**config.mk**
```make
export PLATFORM = sky130hd
export DESIGN_NAME = prog_loader
export DESIGN_NICKNAME = d
export VERILOG_FILES = /design/src/rtl/prog_loader.sv
export SDC_FILE = /design/constraint.sdc
export NUM_CORES = 1
export LEC_CHECK = 0
export BUFFER_PORTS_ARGS = -buffer_cell sky130_fd_sc_hd__clkbuf_2
export CORE_AREA = 2 2 87 89
export DETAILED_ROUTE_END_ITERATION = 10
export DIE_AREA = 0 0 89 91
export PLACE_DENSITY_LB_ADDON = 0.15
export SLEW_MARGIN = 25
export SYNTH_ARGS = -nofsm -noshare
export SYNTH_HDL_FRONTEND = slang
export SYNTH_SLANG_ARGS = --single-unit
```
**constraint.sdc**
```tcl
create_clock -name clk -period 2.32 [get_ports clk]
set_input_delay 0.348 -clock clk [delete_from_list [all_inputs] [get_ports clk]]
set_output_delay 0.348 -clock clk [all_outputs]
set_load 0.05 [all_outputs]
```
**src/rtl/prog_loader.sv**
```systemverilog
// Program loader: packs UART bytes big-endian into instruction words and writes
// them to consecutive instruction-memory addresses until a halt word or a full memory.
module prog_loader #(
    parameter int                  NBIT_DATA_LEN = 8,
    parameter int                  len_data      = 32,
    parameter int                  len_addr      = 8,
    parameter logic [len_data-1:0] HALT_WORD     = 32'hFFFF_FFFF
) (
    input  logic                     clk,
    input  logic                     reset,
    input  logic                     start,
    input  logic                     rx_done_tick,
    input  logic [NBIT_DATA_LEN-1:0] rx_data_in,
    output logic [len_addr-1:0]      addr_mem_inst,
    output logic [len_data-1:0]      ins_to_mem,
    output logic                     wr_ram_inst,
    output logic                     busy,
    output logic                     done,
    output logic                     err_overflow
);

    localparam logic [1:0] S_IDLE  = 2'd0;
    localparam logic [1:0] S_RECV  = 2'd1;
    localparam logic [1:0] S_WRITE = 2'd2;
    localparam logic [1:0] S_DONE  = 2'd3;

    localparam logic [len_addr-1:0] ADDR_LAST = {len_addr{1'b1}};

    logic [1:0]          state;
    logic [1:0]          byte_cnt;
    logic [len_data-1:0] shift;

    assign busy = (state == S_RECV) || (state == S_WRITE);

    always_ff @(posedge clk) begin
        if (reset) begin
            state         <= S_IDLE;
            byte_cnt      <= '0;
            shift         <= '0;
            addr_mem_inst <= '0;
            ins_to_mem    <= '0;
            wr_ram_inst   <= 1'b0;
            done          <= 1'b0;
            err_overflow  <= 1'b0;
        end else begin
            // NOTE: the write strobe defaults low every cycle so it can only last one cycle.
            wr_ram_inst <= 1'b0;

            case (state)
                S_IDLE, S_DONE: begin
                    if (start) begin
                        state         <= S_RECV;
                        addr_mem_inst <= '0;
                        byte_cnt      <= '0;
                        shift         <= '0;
                        err_overflow  <= 1'b0;
                        done          <= 1'b0;
                    end
                end

                S_RECV, S_WRITE: begin
                    // Bytes keep flowing during WRITE; ins_to_mem is a separate register.
                    if (rx_done_tick) begin
                        shift    <= {shift[len_data-NBIT_DATA_LEN-1:0], rx_data_in};
                        byte_cnt <= byte_cnt + 2'd1;
                        if (byte_cnt == 2'd3) begin
                            ins_to_mem  <= {shift[len_data-NBIT_DATA_LEN-1:0], rx_data_in};
                            wr_ram_inst <= 1'b1;
                            state       <= S_WRITE;
                        end
                    end

                    // A word cannot complete in WRITE (byte_cnt is 0 there), so this decision wins.
                    if (state == S_WRITE) begin
                        if (ins_to_mem == HALT_WORD) begin
                            state <= S_DONE;
                            done  <= 1'b1;
                        end else if (addr_mem_inst == ADDR_LAST) begin
                            state        <= S_DONE;
                            done         <= 1'b1;
                            err_overflow <= 1'b1;
                        end else begin
                            addr_mem_inst <= addr_mem_inst + 1'b1;
                            state         <= S_RECV;
                        end
                    end
                end

                default: state <= S_IDLE;
            endcase
        end
    end

endmodule

```
* Word-level counts from Yosys, hierarchy flattened *
Cells that the tools add are included.

word-level totals
  output and inout bits = 44
  register bits = 71
  word-level logic and storage cells = 65
  input port bits = 12

cells by class
  muxes and demuxes = 27
  $add $sub $neg = 2
  reductions and logical operators = 11
  bitwise gates (word level) = 2
  equality and inequality tests = 15

operator list
  kind                                            number
  two-way mux 24 bit                              2
  one-hot mux 24 bit (2 select lines)             1
  == test 32 bit (second input constant)          1
  two-way mux 8 bit                               4
  two-way mux 2 bit                               8
  one-hot mux 8 bit (2 select lines)              1
  inequality test 2 bit (second input constant)   6
  inequality test 3 bit (second input constant)   3
  AND reduction 3 bit                             3
  adder 8 x 1 -> 8 bit (second input constant)    1
  == test 8 bit (second input constant)           1
  one-hot mux 2 bit (2 select lines)              2
  AND reduction 4 bit                             2
  two-way mux 1 bit                               7
  == test 2 bit (second input constant)           3
  one-hot mux 1 bit (2 select lines)              2
  OR reduction 2 bit                              2
  OR reduction 3 bit                              1
  adder 2 x 1 -> 2 bit (second input constant)    1
  == test 2 x 1 -> 1 bit (second input constant)  1
  logical NOT 2 bit                               1
  NOT 1 bit                                       2
  AND reduction 2 bit                             1
  logical OR 1 bit                                1

* Depth between registers and ports, before layout *
Gate-level depths: netlist of run 1.

  depth in word-level cells = 5
  mapped depth = 9
  depth with buffers taken out = 7

* Worst setup path after synthesis of run 1 *
OpenSTA, ideal clock, no wires.

  path kind = register to register
  start = register ins_to_mem[26]
  end = register addr_mem_inst[7]
  library setup time = 0.116 ns
  data arrival time = 1.643 ns
  cell stages (with the launch flop) = 7
  buffers on the path = 1
  setup slack = 0.561 ns
  cell sequence = dfxtp_1 nand4_1 nor4_1 and2_1 buf_4 o31ai_1 a31o_1

between the ends
  cells in the longest elaborated chain, start to end = 3

RTL lines
  what                                    RTL line  source
  start: declaration                      15        output logic [len_data-1:0] ins_to_mem,
  start signal: assignment                67        ins_to_mem <= {shift[len_data-NBIT_DATA_LEN-1:0], rx_data_in};
  == test 32 bit                          75        if (ins_to_mem == HALT_WORD) begin
  inequality test 2 bit (no source line)  --
  AND reduction 4 bit (no source line)    --
  end signal: assignment                  83        addr_mem_inst <= addr_mem_inst + 1'b1;
  end: declaration                        14        output logic [len_addr-1:0] addr_mem_inst,

Every way passes these cells.
A chain may end at the register's enable or synchronous reset.

* Worst setup path after layout of run 1 *
  start = register state[0]
  end = register shift[18]

between the ends
  cells in the longest elaborated chain, start to end = 4
  elaborated cells between the ends (all ways) = 10

RTL lines
  what                                                  RTL line  source
  start: declaration                                    29        logic [1:0] state;
  start signal: assignment                              37        state <= S_IDLE;
  start signal: assignment                              52        state <= S_RECV;
  start signal: assignment                              69        state <= S_WRITE;
  == test 2 x 1 -> 1 bit, or another cell as far along  49        case (state)
  OR reduction 2 bit                                    49
  inequality test 2 bit (no source line)                --
  AND reduction 2 bit (no source line)                  --
  end signal: assignment                                64        shift <= {shift[len_data-NBIT_DATA_LEN-1:0], rx_data_in};
  end: declaration                                      31        logic [len_data-1:0] shift;

Several ways; a longest one is shown, not always the timed one.

==> flow_metrics.py, run 1 <==
metrics = {
    "synthesis": {
        "ys_ff_latch": 71,
        "synth_nets": 344,
        "yosysTopAreaCell": "dfxtp_1",
        "syn_avg_cell_area_sq_um": 8.51,
        "syn_area_sq_mm": 0.00278,
        "yosysSeqAreaShare": 0.511,
        "synth_top_cell_area_share": 0.511,
        "synth_edf_count": 0,
        "synth.most_common_cell": "nand2_1",
        "synth_common_cells": "nand2_1 (77), dfxtp_1 (71), a21oi_1 (35)",
        "ys_warn_count": 0,
        "synthTopCellsByArea": "dfxtp_1 (51%), nand2_1 (10%), a22oi_1 (6.7%), a21oi_1 (6.3%), nor2_1 (4.6%)",
        "synthFlopType": "dfxtp_1",
        "async_flop_share": 0,
        "synth_cell_types": 38,
        "synthCells": 327,
    },
    "placement": {
        "pre_cts_slack_ns": 0.396,
        "port_buffers": 55,
        "hpwl_mm": 4.60,
        "dpl.cell_count": 468,
        "placed_cell_area_sq_mm": 0.00314,
        "gp_congestion": 0.868,
    },
    "clock_tree": {
        "cts.sinks": 71,
        "clk_pin_slew_ns": 0.07,
        "cts-hold-fix-buffers": 0,
        "cts_tree": "built",
        "cts_buffer_depth": 2,
        "post_cts.repair.setup_buffers": 0,
        "root_buffer": "clkbuf_8",
        "clkLatencyLatePin_ns": 0.34,
        "ctsResizeCount": 0,
        "cts_inserted_buffers": 9,
        "htreeDepth": 3,
    },
    "setup_path": {
        "critical_path.max_fanout": 26,
        "worstPathRequired_ns": 2.59,
        "criticalPathCategory": "reg -> reg",
        "crit_path_start": "state[0]",
        "worstSetupEndpoint": "shift[18]",
        "worstSetupStartpointType": "flip-flop",
        "arrival_ns": 2.22,
        "r2r_slack_ns": 0.37,
        "worst-r2r-cell-count": 6,
        "reg2reg_to": "shift[18]",
        "r2r_start": "state[0]",
        "crit_path_end_kind": "flip-flop",
    },
    "timing": {
        "tightest_slew_ns": 0.685,
        "setup_violations": 0,
        "maxSlewViolCount": 0,
        "setup_ws_ns": 0.372,
        "max_slew_margin": 0.542,
        "rsz0062_at_grt": "false",
        "fin_crit_sh": 0.840,
        "hold_ws_ns": 0.243,
        "hold_viol": 0,
        "fmax_ghz": 0.513,
        "setup_tns_ns": 0,
        "min_period_ns": 1.95,
        "fin_skew_ns": 0.0122,
    },
    "global_routing": {
        "overflow": 0,
        "grt_pass1_wl_mm": 10.6,
        "grt_pass1_vias": 2157,
        "grt_antenna_before_repair": 0,
        "grt_max_degree": 39,
        "grt_usage": 0.169,
    },
    "worst_hold_path": {
        "hp-class": "in -> reg",
    },
    "routing": {
        "via_per_inst": 5.08,
        "wl_per_cell_um": 13.8,
        "dr.first_iter.drc_count": 106,
        "drc": 0,
        "postRouteAntennaNets": 0,
        "drtPass1Iterations": 5,
        "routed_wl_mm": 6.69,
        "num_vias": 2461,
    },
    "floorplan": {
        "design.core.area_sq_mm": 0.00714,
        "die-area_sq_mm": 0.00810,
        "die_x_um": 89,
        "rows": 31,
        "start_util": 0.390,
        "die_y_um": 91,
        "io_pins": 56,
    },
    "power": {
        "power.density_mw_per_mm2": 959,
        "ir_drop_mv": 0.295,
        "leakagePower_nw": 1.29,
    },
    "cells_and_area": {
        "final-instance-count-excl-fill": 484,
        "syn2layout_area_growth_pct": 20.4,
        "nNetsFinal": 397,
        "drive_above_1_share": 0.218,
        "design_area_sq_mm": 0.00335,
        "antennaDiodeCount": 0,
    },
    "run": {
        "drv_cap": 0,
    },
    "status": {
        "outcome": "completed",
    },
}
==> worst min path at each step <==
stage	from	endpoint	slack, ns	cells past startpoint
after floorplan	shift[16]	ins_to_mem[24]	0.43	2
after global placement	shift[22]	ins_to_mem[30]	0.45	2
after detailed placement	shift[19]	ins_to_mem[27]	0.45	2
after CTS	rx_data_in[2]	ins_to_mem[2]	0.23	3
after global routing	rx_data_in[2]	ins_to_mem[2]	0.24	3
final	rx_data_in[2]	ins_to_mem[2]	0.24	3
==> cells by family after synthesis <==
| group | after synthesis | share of synthesized area |
|---|---|---|
| compound gates | 73 | 0.167 |
| fa+ha+maj | 5 | 0.0225 |
| buf+inv | 25 | 0.0427 |
| flops | 71 | 0.511 |
| mux | 4 | 0.0144 |
| simple gates | 149 | 0.243 |
==> worst max-delay path: stages (launching register included) <==
cell     delay (ns)
dfxtp_1        0.39
inv_1          0.06
ha_1           0.46
nor2b_2        0.13
a21oi_4        0.56
a22oi_1        0.14
nor2_1         0.14
==> metrics by stage <==
stage	total power [mW]	util
after floorplan	2.06	-
after global placement	2.20	0.440
after detailed placement	2.21	0.440
after CTS	3.24	0.469
after global routing	3.39	0.469
final	3.21	0.469
==> report_power, final <==
group / switching, mW / internal (mW)
registers: 0.0691 / 1.29
logic: 0.565 / 0.261
clock network: 0.441 / 0.586
==> metal layers <==
layer	track usage	part of all wire	routed length, um	vias up
met5	0	0	0	-
met2	0.246	0.46	3040	59
met1	0.229	0.48	3240	1151
met3	0.0482	0.046	309	10
li1	-	-	-	1241
met4	0.0771	0.015	97	0
==> layout make-up <==
type	instances	area, sq um
flip-flops and latches	71	1420
multi-input cells	231	1240
well taps	99	124
fillers	745	3790
inverters	4	15.0
clock inverters	2	37.5
repair buffers	63	335
clock buffers	14	173
==> placed cells by master, fill, tap and decap left out, drive strengths merged, types with 2 or more instances in the layout <==
master  synthesis  routed
nand2          77      77
dfxtp          71      71
clkbuf          8      69
a21oi          36      36
nor2           36      36
a22oi          25      25
nand4          12      12
buf            13       8
ha              5       5
inv             4       4
or3             4       4
nand3           4       4
mux2i           4       4
nor4            3       3
o21ai           3       3
and2            2       2
and3            2       2
or4             2       2
a211oi          2       2
o32ai           2       2
nor2b           2       2
==> state kept, by name (all words and copies together), names as in the netlist <==
register,flops
state,2
wr_ram_inst,1
err_overflow,1
ins_to_mem,32
done,1
shift,24
byte_cnt,2
addr_mem_inst,8
Note: power is estimated with default switching activity, not from simulation.
==> run 2: changes to the inputs <==
==> constraint.sdc (replaced) <==
create_clock -name clk -period 1.95 [get_ports clk]
set_input_delay 0.2925 -clock clk [delete_from_list [all_inputs] [get_ports clk]]
set_output_delay 0.2925 -clock clk [all_outputs]
set_load 0.05 [all_outputs]
==> run 2 against run 1 <==
Cell count increased by 0.41%. Die area unchanged. Utilization increased by 0.65 points. Critical path depth unchanged. Clock skew about the same. Sequential power increased by 19%. Wire length increased by 4.2%. Via count increased by 1.3%. Critical path type unchanged. Critical endpoint is now byte_cnt[0]. Highest routed layer unchanged.
==> flow_metrics.py, run 2 (synthesis results as in run 1) <==
metrics = {
    "timing": {
        "fin_skew_ns": 0.0122,
        "setup_ws_ns": 0.142,
        "max_slew_margin": 0.561,
        "maxSlewViolCount": 0,
        "setup_tns_ns": 0,
        "fin_crit_sh": 0.927,
        "rsz0062_at_grt": "false",
        "tightest_slew_ns": 0.659,
        "fmax_ghz": 0.553,
        "min_period_ns": 1.81,
        "setup_violations": 0,
        "hold_viol": 0,
    },
    "power": {
        "power.share.clock": 0.312,
        "seq_power_share": 0.413,
        "ir_drop_mv": 0.517,
        "pwr-share-comb": 0.275,
        "p_int_mw": 2.56,
        "p_total_mw": 3.92,
        "sw_frac_of_total": 0.347,
        "power.density_mw_per_mm2": 1150,
        "p_switching_mw": 1.36,
        "leakagePower_nw": 1.31,
    },
    "clock_tree": {
        "cts_inserted_buffers": 9,
        "clk_pin_slew_ns": 0.07,
        "cts_buffer_depth": 2,
        "htreeDepth": 3,
        "root_buffer": "clkbuf_8",
        "clkLatencyLatePin_ns": 0.34,
        "cts-hold-fix-buffers": 0,
        "cts.sinks": 71,
        "cts_tree": "built",
    },
    "setup_path": {
        "r2r_start": "state[0]",
        "worstSetupEndpoint": "byte_cnt[0]",
        "arrival_ns": 2.08,
        "reg2reg_to": "byte_cnt[0]",
        "crit_path_end_kind": "flip-flop",
        "critical_path.max_fanout": 13,
        "worstSetupStartpointType": "flip-flop",
        "r2r_slack_ns": 0.14,
        "worstPathRequired_ns": 2.22,
        "crit_path_start": "state[0]",
        "worst-r2r-cell-count": 6,
        "criticalPathCategory": "reg -> reg",
    },
    "cells_and_area": {
        "largest_register_ff_count": 32,
        "drive_above_1_share": 0.227,
        "layout.filler_cells": 758,
        "multi_input_area_sq_mm": 0.00126,
        "top_regs": "ins_to_mem x32, shift x24, addr_mem_inst x8",
        "regArea_sq_mm": 0.00142,
        "final_cell_mix": "nand2_1 (77), dfxtp_1 (71), clkbuf_2 (55)",
        "final_common_cell": "nand2_1",
        "regMostFlops": "ins_to_mem",
        "nNetsFinal": 399,
        "syn2layout_area_growth_pct": 22.1,
        "antennaDiodeCount": 0,
    },
    "floorplan": {
        "die-area_sq_mm": 0.00810,
        "die_x_um": 89,
        "die_y_um": 91,
        "io_pins": 56,
        "rows": 31,
        "design.core.area_sq_mm": 0.00714,
        "start_util": 0.390,
    },
    "routing": {
        "drtPass1Iterations": 4,
        "num_vias": 2493,
        "routed_wl_mm": 6.97,
        "wl_per_cell_um": 14.3,
        "postRouteAntennaNets": 0,
        "via_per_inst": 5.13,
        "drc": 0,
        "dr.first_iter.drc_count": 114,
    },
    "placement": {
        "gp_congestion": 0.825,
        "hpwl_mm": 4.68,
        "pre_cts_slack_ns": 0.0515,
        "port_buffers": 55,
    },
    "run": {
        "drv_cap": 0,
    },
    "global_routing": {
        "grt_max_degree": 36,
        "grt_antenna_before_repair": 0,
        "grt_pass1_wl_mm": 11.0,
        "overflow": 0,
        "grt_usage": 0.175,
        "grt_pass1_vias": 2265,
    },
    "worst_hold_path": {
        "hp-class": "in -> reg",
    },
    "status": {
        "outcome": "completed",
    },
}
run 2: how the worst min path moves through the flow:
stage                       start              to  cells after the start
floorplan           rx_data_in[0]   ins_to_mem[0]                      2
CTS                 rx_data_in[2]   ins_to_mem[2]                      3
global route        rx_data_in[2]   ins_to_mem[2]                      3
global placement        shift[19]  ins_to_mem[27]                      2
detailed placement      shift[23]  ins_to_mem[31]                      2
finish              rx_data_in[2]   ins_to_mem[2]                      3
run 2: per-stage QoR:
step	hold WS [ns]	util	cells	area, sq um
2_1_floorplan	0.429	-	327	2780
3_3_place_gp	0.445	0.445	469	3170
3_5_place_dp	0.445	0.445	469	3170
4_1_cts	0.170	0.474	485	3380
5_1_grt	0.185	0.476	486	3400
6_report	0.183	0.476	486	3400
run 2: area by class of cell:
| type | count | share of cell area |
|---|---|---|
| Multi-Input combinational cell | 232 | 0.371 |
| Tap cell | 99 | 0.0365 |
| Timing Repair Buffer | 64 | 0.108 |
| Clock buffer | 12 | 0.0457 |
| Inverter | 4 | 0.00442 |
| Sequential cell | 71 | 0.418 |
| Clock inverter | 4 | 0.0155 |
run 2: critical path, stage by stage (launching register included):
cell     delay [ns]
dfxtp_1        0.37
inv_1          0.06
ha_2           0.34
buf_4          0.18
a21oi_2        0.52
mux2i_1        0.15
nor2_1         0.11
run 2: power by group through the flow:
stage / combinational [mW] / sequential, mW / clock, mW
after detailed placement: 1.01 / 1.65 / 0
after CTS: 1.01 / 1.62 / 1.25
after global routing: 1.18 / 1.63 / 1.31
final: 1.08 / 1.62 / 1.22
after global placement: 1.00 / 1.65 / 0
after floorplan: 0.764 / 1.69 / 0
run 2: per-layer routing:
layer | up-vias | global-route usage | share of wire
li1 | 1249 | - | -
met1 | 1186 | 0.241 | 0.48
met2 | 47 | 0.261 | 0.46
met3 | 11 | 0.0364 | 0.044
met4 | 0 | 0.0771 | 0.016
met5 | - | 0 | 0
run 2: repair_timing:
action / 4_1_cts / 5_1_grt
setup buffers: 0 / 0
gates resized for setup: 0 / 2
endpoints found under the setup margin: 0 / 37
==> run 3: changes to the inputs <==
--- a/config.mk
+++ b/config.mk
@@ -5,10 +5,11 @@
 export SDC_FILE = /design/constraint.sdc
 export NUM_CORES = 1
 export LEC_CHECK = 0
-export BUFFER_PORTS_ARGS = -buffer_cell sky130_fd_sc_hd__clkbuf_2
-export CORE_AREA = 2 2 87 89
+export ABC_AREA = 1
+export CORE_AREA = 2 2 90 92
 export DETAILED_ROUTE_END_ITERATION = 10
-export DIE_AREA = 0 0 89 91
+export DIE_AREA = 0 0 92 94
+export DONT_BUFFER_PORTS = 1
 export PLACE_DENSITY_LB_ADDON = 0.15
 export SLEW_MARGIN = 25
 export SYNTH_ARGS = -nofsm -noshare
==> run 3 against run 2 <==
Fmax is 2.7% lower. Clock-buffer cell count is 2 lower. Largest power group unchanged. Final area up 7.6%. Sequential share of layout area is 3.0 points lower. Critical endpoint is now busy.
==> flow_metrics.py, run 3 <==
metrics = {
    "status": {
        "outcome": "completed",
    },
    "synthesis": {
        "ys_ff_latch": 71,
        "synth_cell_types": 22,
        "synth_common_cells": "nand2_1 (96), nor2_1 (90), dfxtp_1 (71)",
        "synthFlopType": "dfxtp_1",
        "ys_warn_count": 0,
        "synth_nets": 430,
        "yosys.area_share.simple": 0.314,
        "async_flop_share": 0,
        "muxShareOfSynthArea": 0,
        "yosysTopAreaCell": "dfxtp_1",
        "syn_avg_cell_area_sq_um": 7.25,
        "syn_area_sq_mm": 0.00299,
        "synth_fa_ha_area_frac": 0.0209,
        "synth.most_common_cell": "nand2_1",
        "synth_top_family_by_area": "simple AND/OR/NAND/NOR gates",
        "synthCells": 413,
        "synth_edf_count": 0,
        "synth_compound_area_frac": 0.126,
        "yosysSeqAreaShare": 0.475,
        "synth_top_cell_area_share": 0.475,
        "synthTopCellsByArea": "dfxtp_1 (47%), nand2_1 (12%), nor2_1 (11%), a21oi_1 (6.4%), o21ai_0 (5.9%)",
        "yosys.area_share.xor_xnor": 0,
    },
    "timing": {
        "hold_viol": 0,
        "fin_skew_ns": 0.0106,
        "setup_tns_ns": 0,
        "fin_crit_sh": 0.953,
        "max_slew_margin": 0.601,
        "setup_violations": 0,
        "rsz0062_at_grt": "true",
        "fmax_ghz": 0.538,
        "min_period_ns": 1.86,
        "hold_ws_ns": 0.0199,
        "maxSlewViolCount": 0,
        "tightest_slew_ns": 0.597,
    },
    "cells_and_area": {
        "syn2layout_area_growth_pct": 22.1,
        "antennaDiodeCount": 0,
        "final_common_cell": "nand2_1",
        "top_regs": "ins_to_mem x32, shift x24, addr_mem_inst x8",
        "largest_register_ff_count": 32,
        "fin_util": 0.481,
        "nNetsFinal": 474,
        "final_cell_mix": "nand2_1 (96), nor2_1 (89), dfxtp_1 (71)",
        "regMostFlops": "ins_to_mem",
        "drive_above_1_share": 0.167,
    },
    "routing": {
        "postRouteAntennaNets": 0,
        "via_per_inst": 4.87,
        "routed_wl_mm": 7.78,
        "drtPass1Iterations": 6,
        "wl_per_cell_um": 13.8,
        "num_vias": 2741,
        "dr.first_iter.drc_count": 179,
        "drc": 0,
    },
    "power": {
        "p_int_mw": 2.61,
        "power.density_mw_per_mm2": 1120,
        "p_total_mw": 4.10,
        "sw_frac_of_total": 0.363,
        "seq_power_share": 0.409,
        "p_switching_mw": 1.49,
        "power.share.clock": 0.318,
        "ir_drop_mv": 0.447,
        "pwr-share-comb": 0.273,
        "leakagePower_nw": 1.54,
    },
    "setup_path": {
        "path_delay_family": "buffers and inverters",
        "crit_slowest_cell": "ha_1",
        "worstPathRequired_ns": 1.66,
        "arrival_ns": 1.57,
        "worstSetupStartpointType": "flip-flop",
        "critical_path.max_fanout": 7,
        "path_cells": "inv_1, ha_1, inv_2, buf_4",
        "worst_path_largest_cell_delay_ns": 0.38,
        "criticalPathCategory": "reg -> out",
        "crit_path_end_kind": "output pin",
        "path_buf_inv": 3,
    },
    "clock_tree": {
        "root_buffer": "clkbuf_8",
        "cts_inserted_buffers": 9,
        "cts_buffer_depth": 2,
        "clkLatencyLatePin_ns": 0.35,
        "post_cts.repair.setup_buffers": 0,
        "clk_pin_slew_ns": 0.07,
        "htreeDepth": 3,
        "cts_tree": "built",
        "cts.sinks": 71,
    },
    "floorplan": {
        "die_y_um": 94,
        "design.core.area_sq_mm": 0.00761,
        "rows": 32,
        "die-area_sq_mm": 0.00865,
        "die_x_um": 92,
        "start_util": 0.394,
        "io_pins": 56,
    },
    "global_routing": {
        "grt_antenna_before_repair": 0,
        "grt_pass1_wl_mm": 12.7,
        "grt_pass1_vias": 2608,
        "grt_usage": 0.185,
        "grt_max_degree": 34,
        "overflow": 0,
    },
    "run": {
        "drv_cap": 0,
    },
    "placement": {
        "hpwl_mm": 5.11,
        "port_buffers": 0,
        "gp_congestion": 0.803,
    },
    "worst_hold_path": {
        "hp-class": "in -> reg",
    },
}
[run 3: cell types whose count changed after synthesis, sizes merged, moves of 5 or more]
cell / delta
inv: +20
nor2: +59
nand3: +5
a22oi: -25
o21ai: +33
nand2: +24
[run 3: power by group through the flow]
stage / registers (mW) / logic, mW / clock network (mW)
3_5_place_dp: 1.71 / 1.06 / 0
4_1_cts: 1.68 / 1.08 / 1.34
3_3_place_gp: 1.71 / 1.05 / 0
5_1_grt: 1.69 / 1.25 / 1.40
2_1_floorplan: 1.79 / 0.844 / 0
6_report: 1.68 / 1.12 / 1.31
[run 3: kinds of logic (layout without fill, tap and decap cells)]
family          count (synthesis)  count (layout)
simple gates                  220             221
fa+ha+maj                       5               5
flops                          71              71
compound gates                 75              75
buf+inv                        42              89
[run 3: path summary, 6_finish.rpt]
kind                  start   endpoint  slack, ns  cells after the start
setup / recovery   state[0]       busy       0.09                      4
setup reg to reg   state[0]  shift[16]       0.16                      8
hold / removal        reset   shift[2]       0.02                      1
hold reg to reg   shift[22]  shift[22]       0.47                      2
[run 3: routing by layer]
layer,GRT usage,wire [um],vias up
met2,0.284,3390,65
met3,0.0594,454,9
li1,-,-,1416
met5,0,0,-
met4,0.0485,78,0
met1,0.253,3860,1251
[run 3: worst register-to-register path, delay by kind of cell (launching register included)]
| family | cells | cell delay (ns) |
|---|---|---|
| AOI/OAI and AO/OA | 1 | 0.14 |
| adders and majority gates | 1 | 0.40 |
| DFF | 1 | 0.37 |
| buffers and inverters | 3 | 0.32 |
| and+or+nand+nor | 3 | 0.52 |
[run 3: area by class of cell]
| class | instances | area (sq um) |
|---|---|---|
| inverters | 24 | 92.6 |
| multi-input cells | 301 | 1390 |
| clock buffers | 10 | 138 |
| flip-flops and latches | 71 | 1420 |
| repair buffers | 50 | 400 |
| fillers | 781 | 3950 |
| well taps | 102 | 128 |
| clock inverters | 5 | 82.6 |
[run 3: per-stage QoR]
step	std cells	setup WS, ns	instance area (sq um)
floorplan	413	0.112	2990
global placement	542	0.227	3370
detailed placement	542	0.184	3370
CTS	560	0.0655	3620
global route	563	-0.00123	3660
finish	563	0.0916	3660
[run 3: repair_timing]
item	CTS	global route
endpoints found under the setup margin	0	12
resized for setup	0	0
hold buffers	3	2
hold endpoints to repair	14	6
